--- config.mk ---
export PLATFORM = sky130hd
export DESIGN_NAME = mod_center_lift
export DESIGN_NICKNAME = d
export VERILOG_FILES = /design/src/rtl/mod_pkg.sv /design/src/rtl/mod_center_step.sv /design/src/rtl/mod_center_lift.sv
export SDC_FILE = /design/constraint.sdc
export NUM_CORES = 1
export LEC_CHECK = 0
export CAP_MARGIN = 20
export CORE_MARGIN = 3
export CORE_UTILIZATION = 60
export CTS_BUF_LIST = sky130_fd_sc_hd__clkbuf_4 sky130_fd_sc_hd__clkbuf_8
export CTS_CLUSTER_SIZE = 20
export DETAILED_ROUTE_END_ITERATION = 10
export PLACE_DENSITY_LB_ADDON = 0.2
export REMOVE_ABC_BUFFERS = 1
export SYNTH_ARGS = -nofsm -noshare
export SYNTH_HDL_FRONTEND = slang
export SYNTH_SLANG_ARGS = --single-unit
--- constraint.sdc ---
create_clock -name clk -period 7.5 [get_ports clk]
set_clock_uncertainty 0.05 [all_clocks]
set_input_delay 1.5 -clock clk [delete_from_list [all_inputs] [get_ports clk]]
set_output_delay 1.5 -clock clk [all_outputs]
set_load 0.005 [all_outputs]
--- src/rtl/mod_pkg.sv ---
// Shared types and constants for the centered modulo lift (mod_center_lift).
package mod_pkg;

  localparam int unsigned NW_DEF = 13;
  localparam int unsigned MW_DEF = 12;
  localparam int unsigned Q_TEST = 4621;

  typedef enum logic [1:0] {
    IDLE = 2'd0,
    DIV  = 2'd1,
    CENT = 2'd2,
    DONE = 2'd3
  } state_t;

endpackage

--- src/rtl/mod_center_step.sv ---
// One restoring-division iteration: shift in the dividend MSB, conditionally subtract.
module mod_center_step
  import mod_pkg::*;
#(
  parameter int unsigned MW = MW_DEF
) (
  input  logic [MW-1:0] r_i,
  input  logic          d_msb_i,
  input  logic [MW-1:0] m_i,
  output logic [MW:0]   r_o,
  output logic          q_o
);

  logic [MW:0] r_sh;
  logic [MW:0] m_ext;

  // Compare and subtract at MW+1 bits so the shifted remainder never overflows
  always_comb begin
    r_sh  = {r_i, d_msb_i};
    m_ext = {1'b0, m_i};
    q_o   = (r_sh >= m_ext);
    r_o   = q_o ? (r_sh - m_ext) : r_sh;
  end

endmodule

--- src/rtl/mod_center_lift.sv ---
// Centered signed representative of X mod M via NW-cycle restoring division.
// Optional quotient output enabled by defining MOD_CENTER_QUOT_EN.
module mod_center_lift
  import mod_pkg::*;
#(
  parameter int unsigned NW = NW_DEF,
  parameter int unsigned MW = MW_DEF
) (
  input  logic          clk,
  input  logic          rst,
  input  logic          start,
  input  logic [NW-1:0] X,
  input  logic [MW-1:0] M,
  output logic          busy,
  output logic          done,
  output logic [NW-1:0] mod_c,
  output logic          err
`ifdef MOD_CENTER_QUOT_EN
  ,
  output logic [NW-1:0] quot
`endif
);

  localparam int unsigned CW = (NW > 1) ? $clog2(NW) : 1;

  state_t        state_q, state_d;
  logic [NW-1:0] d_q, d_d;
  logic [MW-1:0] mr_q, mr_d;
  logic [MW:0]   r_q, r_d;
  logic [CW-1:0] cnt_q, cnt_d;
  logic          busy_q, busy_d;
  logic          done_q, done_d;
  logic [NW-1:0] mod_q, mod_d;
  logic          err_q, err_d;
`ifdef MOD_CENTER_QUOT_EN
  logic [NW-1:0] quot_q, quot_d;
`endif

  logic [MW:0]   step_r;
  logic          step_qbit;
  logic [MW:0]   mr_ext;
  logic [MW:0]   half;
  logic [NW-1:0] neg_val;

  mod_center_step #(.MW(MW)) u_step (
    .r_i     (r_q[MW-1:0]),
    .d_msb_i (d_q[NW-1]),
    .m_i     (mr_q),
    .r_o     (step_r),
    .q_o     (step_qbit)
  );

  // Next-state and datapath update for the IDLE/DIV/CENT/DONE sequence
  always_comb begin
    state_d = state_q;
    d_d     = d_q;
    mr_d    = mr_q;
    r_d     = r_q;
    cnt_d   = cnt_q;
    busy_d  = busy_q;
    done_d  = 1'b0;
    mod_d   = mod_q;
    err_d   = err_q;
`ifdef MOD_CENTER_QUOT_EN
    quot_d  = quot_q;
`endif
    mr_ext  = {1'b0, mr_q};
    half    = (mr_ext - (MW+1)'(1)) >> 1;
    neg_val = NW'(r_q) - NW'(mr_q);

    unique case (state_q)
      IDLE: begin
        if (start) begin
          d_d     = X;
          mr_d    = M;
          r_d     = '0;
          cnt_d   = '0;
          busy_d  = 1'b1;
          state_d = DIV;
        end
      end
      DIV: begin
        r_d   = step_r;
        d_d   = {d_q[NW-2:0], step_qbit};
        cnt_d = cnt_q + CW'(1);
        if (cnt_q == CW'(NW - 1)) begin
          state_d = CENT;
        end
      end
      CENT: begin
        if (mr_q == '0) begin
          mod_d = '0;
          err_d = 1'b1;
`ifdef MOD_CENTER_QUOT_EN
          quot_d = '0;
`endif
        end else begin
          mod_d = (r_q > half) ? neg_val : NW'(r_q);
          err_d = 1'b0;
`ifdef MOD_CENTER_QUOT_EN
          quot_d = d_q;
`endif
        end
        busy_d  = 1'b0;
        done_d  = 1'b1;
        state_d = DONE;
      end
      DONE: begin
        state_d = IDLE;
      end
      default: begin
        state_d = IDLE;
      end
    endcase
  end

  // State and output registers; reset aborts any run in progress
  always_ff @(posedge clk or posedge rst) begin
    if (rst) begin
      state_q <= IDLE;
      d_q     <= '0;
      mr_q    <= '0;
      r_q     <= '0;
      cnt_q   <= '0;
      busy_q  <= 1'b0;
      done_q  <= 1'b0;
      mod_q   <= '0;
      err_q   <= 1'b0;
`ifdef MOD_CENTER_QUOT_EN
      quot_q  <= '0;
`endif
    end else begin
      state_q <= state_d;
      d_q     <= d_d;
      mr_q    <= mr_d;
      r_q     <= r_d;
      cnt_q   <= cnt_d;
      busy_q  <= busy_d;
      done_q  <= done_d;
      mod_q   <= mod_d;
      err_q   <= err_d;
`ifdef MOD_CENTER_QUOT_EN
      quot_q  <= quot_d;
`endif
    end
  end

  assign busy  = busy_q;
  assign done  = done_q;
  assign mod_c = mod_q;
  assign err   = err_q;
`ifdef MOD_CENTER_QUOT_EN
  assign quot  = quot_q;
`endif

endmodule

**Word-level counts from Yosys, hierarchy flattened**

Cells that the tools add are included.

- Add/sub/neg operators: 4
- Magnitude comparators: 2
- Equal/unequal tests: 6
- Multiplexer cells: 16
- Reduce and logical (&&, ||, !) cells: 8

Operators with widths:

| operator | count |
|---|---|
| 13-bit two-way mux | 5 |
| 13-bit case mux with 2 select lines | 2 |
| 13-bit by 12-bit subtractor with 13-bit output | 2 |
| 13-bit by 12-bit >= comparator with 1-bit output | 1 |
| 13-bit by 12-bit greater-than comparator with 1-bit output | 1 |
| 12-bit by 1-bit subtractor with 13-bit output (second input constant) | 1 |
| 12-bit zero test | 1 |
| 2-bit case mux with 4 select lines | 1 |
| 4-bit case mux with 2 select lines | 1 |
| 2-bit AND reduction | 4 |
| 4-bit by 1-bit adder with 4-bit output (second input constant) | 1 |
| 2-bit equality test (second input constant) | 2 |
| 4-bit equality test (second input constant) | 1 |
| 2-bit two-way mux | 2 |
| 4-bit two-way mux | 1 |
| 2-bit inequality test (second input constant) | 2 |
| 2-bit nonzero test | 2 |
| 1-bit two-way mux | 3 |
| 2-bit by 1-bit equality test with 1-bit output (second input constant) | 1 |
| 2-bit zero test | 1 |
| 1-bit case mux with 2 select lines | 1 |

- Register bits after elaboration: 60
- Word-level logic and storage cells: 45

**Logic depth before layout (Yosys ltp)**

- Depth in word-level cells: 4
- Mapped depth: 14

**Cells and area by module**

Synthesis repeated with hierarchy kept, for this count alone.

- Cells, all modules: 456
- Area total of the unflattened synthesis: 4,483.0 um^2

By module, submodules not included:

| module | times used | cells each | area an instance (um^2) | sequential area each (um^2) |
|---|---|---|---|---|
| mod_center_lift | 1 | 341 | 3,614.7 | 1,501.4 |
| mod_center_step | 1 | 115 | 868.3 | 0.0 |

**Least setup slack after synthesis**

Ideal clock, no wire load.

- Path kind: register to register
- Start: register mr_q[1]
- End: register mod_q[1], in the netlist mod_c[1]
- Library setup time: 125 ps
- Arrival: 3,380 ps
- Required time: 7,325 ps
- Path slack: 3,945 ps
- Cell stages (with the launch flop): 15
- Path buffers: 1
- Path through: dfrtp_1 inv_1 ha_1 nand3_1 or3_2 nor3_1 xnor2_1 ha_1 nand3_1 or3_1 or3b_1 a31oi_4 buf_4 mux2i_1 o2bb2ai_1

- Word-level cells in the longest chain between the ends: 4

RTL lines:

| element | RTL line | RTL |
|---|---|---|
| from (decl) | mod_center_lift.sv:28 | `logic [MW-1:0] mr_q, mr_d;` |
| from (signal assigned) | mod_center_lift.sv:135 | `mr_q <= mr_d;` |
| 12-bit by 1-bit subtractor with 13-bit output | mod_center_lift.sv:68 | `half = (mr_ext - (MW+1)'(1)) >> 1;` |
| 13-bit by 12-bit greater-than comparator with 1-bit output | mod_center_lift.sv:98 | `mod_d = (r_q > half) ? neg_val : NW'(r_q);` |
| 13-bit two-way mux | mod_center_lift.sv:98 |  |
| 13-bit two-way mux * | mod_center_lift.sv:91 | `if (mr_q == '0) begin` |
| to (signal assigned) | mod_center_lift.sv:140 | `mod_q <= mod_d;` |
| to (decl) | mod_center_lift.sv:33 | `logic [NW-1:0] mod_q, mod_d;` |

Mark *: on every way between the ends. The rest lies on a longest branch, timed or not.
A chain may end at the register's enable or synchronous reset.

**Final worst setup path**

- Start: register mr_q[1]
- End: register mod_q[0], in the netlist mod_c[0]

Same word-level chain as after synthesis.

==> reports/results.ini <==
[run_status]
status=finished, final reports clean

[synthesis]
yosys-top-cells-area=dfrtp_1 (34%), ha_1 (12%), mux2i_1 (4.6%)
netlist_area_mm2=0.00439
synth_top_area_share_pct=34.2
ys_warn_count=0
netlist_instances=476
yosysUniqueCellTypes=61
synth_edf_count=0
avgSynthCellArea_um2=9.21
yosysSeqAreaShare_pct=34.2
synth_top_area_cell=dfrtp_1
synth_seq_cells=60
synthArstFlopShare_pct=100
ys.flop_type=dfrtp_1

[clocking]
cts_root_buf=clkbuf_8
post-cts-setup-buffers=0
cts_tree=built
hold_buffers=0
path_clk_slew_ns=0.08
insertion_delay_ns=0.35
clockBufferDepth=2
clock-sinks=60
h-tree-depth=3
post_cts_resized=0
numCtsBuffers=9

[final_layout]
final_util_pct=73.8
final_common_cell=dfrtp_1
n_antenna_cell=0
syn_to_final_growth_pct=16.8
final_nets=589
seq_area_mm2=0.00150
drive_gt1_share_pct=8.24
n_fill_cell=513
layout_common_cells=dfrtp_1 (60), nand2_1 (47), clkdlybuf4s50_1 (43)
fin_area_mm2=0.00512
multi_input_area_mm2=0.00269

[floorplan]
row_count=30
die_x_um=91.5
die-area_mm2=0.00837
io_pins=44
core_area_mm2=0.00694
start_util_pct=63.2
die_h_um=91.5

[drt]
drtAntennaViolNets=0
initialDrtViolationCount=193
wl_per_cell_um=16.7
drc_errors=0
dr.pass1.iters=4
wirelength_mm=10.3
dr_total_vias=3779
via_per_inst=6.11

[pwr]
p_sw_uw=1090
power.leakage_uw=0.00226
clkPwrFrac_pct=14.2
seqPwrFrac_pct=24.4
power_frac_comb_pct=61.3
powerDensity_mw_per_mm2=473
p_int_uw=1330
switching_share_pct=45.2
ir_drop_v=0.000215

[worst_setup_path]
startpoint=mr_q[1]$_DFFE_PP0P_
cp-end-kind=flip-flop
crit_required_ns=7.69
worst_setup_path_start_kind=flip-flop
cp_cell_sequence=inv_1 > ha_1 > nand3_1 > or3_2 > nor3_1 > xnor2_1 > ha_1 > nand3_1 > or3_1 > or3b_1 > a31oi_4 > mux2i_1 > a22o_2
max_stage_delay_ns=0.49
cp.arrival_ns=4.19
critical_path_peak_fanout=15
critPathSlowestCell=or3_2
cp_top_family=simple AND/OR/NAND/NOR gates
crit_type=flip-flop to flip-flop
crit_buf_inv=1
reg2reg_from=mr_q[1]$_DFFE_PP0P_

[global_route]
grt_pass1_vias=3786
grt_max_degree=61
grt_pass1_wl_mm=17.6
overflow=0
antenna_found_initial=0
gr-usage-all-layers_pct=26.0

[sta]
finalMaxSlewViolations=0
tns_ns=0
finalCritPeriodShare_pct=53.3
worst_slew_pin_slew_ns=1.04
hold_ws_ns=0.439
report.final.hold_viol_count=0
fmax_mhz=250
slew_headroom_pct=30.2
fin_crit_ns=4.00
setup_viol=0
grt_setup_unrepaired=false

[placed_design]
post_dp_cell_area_mm2=0.00489
post-dp-hpwl_mm=7.60
numPortBuffers=43
gp_congestion=0.926

[min_path]
hp-start=d_q[2]$_DFFE_PP0P_
hold_path.class=flip-flop to flip-flop

[flow_run]
drv_cap=0

synth_stat cells, drive strengths merged (3+ instances only):
library cell and number:
nand2 47, o22ai 4, nor2 26, or3 11, nand3 13, xnor2 14
o21ai 37, ha 42, o21a 7, nand3b 3, dfrtp 60, and2 4
o21bai 3, o31ai 4, nand4 4, nor3b 3, xor2 7, a211oi 6
buf 6, clkbuf 11, nor3 14, nor2b 5, o211ai 9, mux2i 20
o2bb2ai 7, inv 31, mux2 14, a221o 3, a22o 4, a21oi 15
a21o 7, o31a 4
path summary, 6_finish.rpt:
| kind | slack (ns) | endpoint | cells after the start |
|---|---|---|---|
| setup / recovery | 3.50 | mod_c[0]$_DFFE_PP0P_ | 13 |
| hold / removal | 0.44 | d_q[2]$_DFFE_PP0P_ | 2 |
| setup reg to reg | 3.50 | mod_c[0]$_DFFE_PP0P_ | 13 |
| hold reg to reg | 0.44 | d_q[2]$_DFFE_PP0P_ | 2 |
| max in group asynchronous | 5.25 | r_q[0]$_DFFE_PP0P_ | 3 |
| min in group asynchronous | 1.64 | d_q[0]$_DFFE_PP0P_ | 3 |
state kept, by name, indices dropped and copies added, names as in the netlist:
register	cells
busy	1
cnt_q	4
d_q	13
done	1
err	1
mod_c	13
mr_q	12
r_q	13
state_q	2
metal layers:
layer / vias up / GRT usage, % / part of all wire [%]
li1: 1827 / - / -
met2: 114 / 43.9 / 50
met5: - / 0 / 0
met3: 22 / 4.72 / 5.2
met4: 0 / 10.6 / 2.6
met1: 1816 / 32.7 / 43
stage by stage:
step,setup WS [ns],instances,total power (µW)
global route,3.26,618,2640
CTS,3.48,618,2420
detailed placement,3.54,602,2060
finish,3.50,618,2420
global placement,3.67,602,2000
floorplan,3.94,459,1670
cell type report:
cell class	count	area share [%]
clock buffers	11	2.96
clock inverters	5	1.64
inverters	31	2.27
multi-input cells	368	52.5
flip-flops and latches	60	29.3
well taps	96	2.34
repair buffers	47	8.99
tightest hold or removal path: cells and delay by family (launching register included):
family	cells	cell delay, ns
flip-flops	1	0.35
AO/OA/AOI/OAI	1	0.06
AND/OR/NAND/NOR	1	0.05
power groups by stage:
stage                     Clock [µW]  Combinational, µW  Sequential (µW)
after floorplan                    0               1110              560
after global placement             0               1410              588
after detailed placement           0               1460              597
after CTS                        348               1480              590
after global routing             363               1670              609
final                            345               1490              592
logic make-up after synthesis:
family,count (synthesis),share of synthesized area [%]
AOI/OAI and AO/OA,131,20.9
muxes,34,8.16
DFF,60,34.2
and+or+nand+nor,138,15.1
xor gates and xnor gates,21,4.19
adders and majority gates,44,12.9
buffers and inverters,48,4.54
Power figures use the tool's default switching activity.
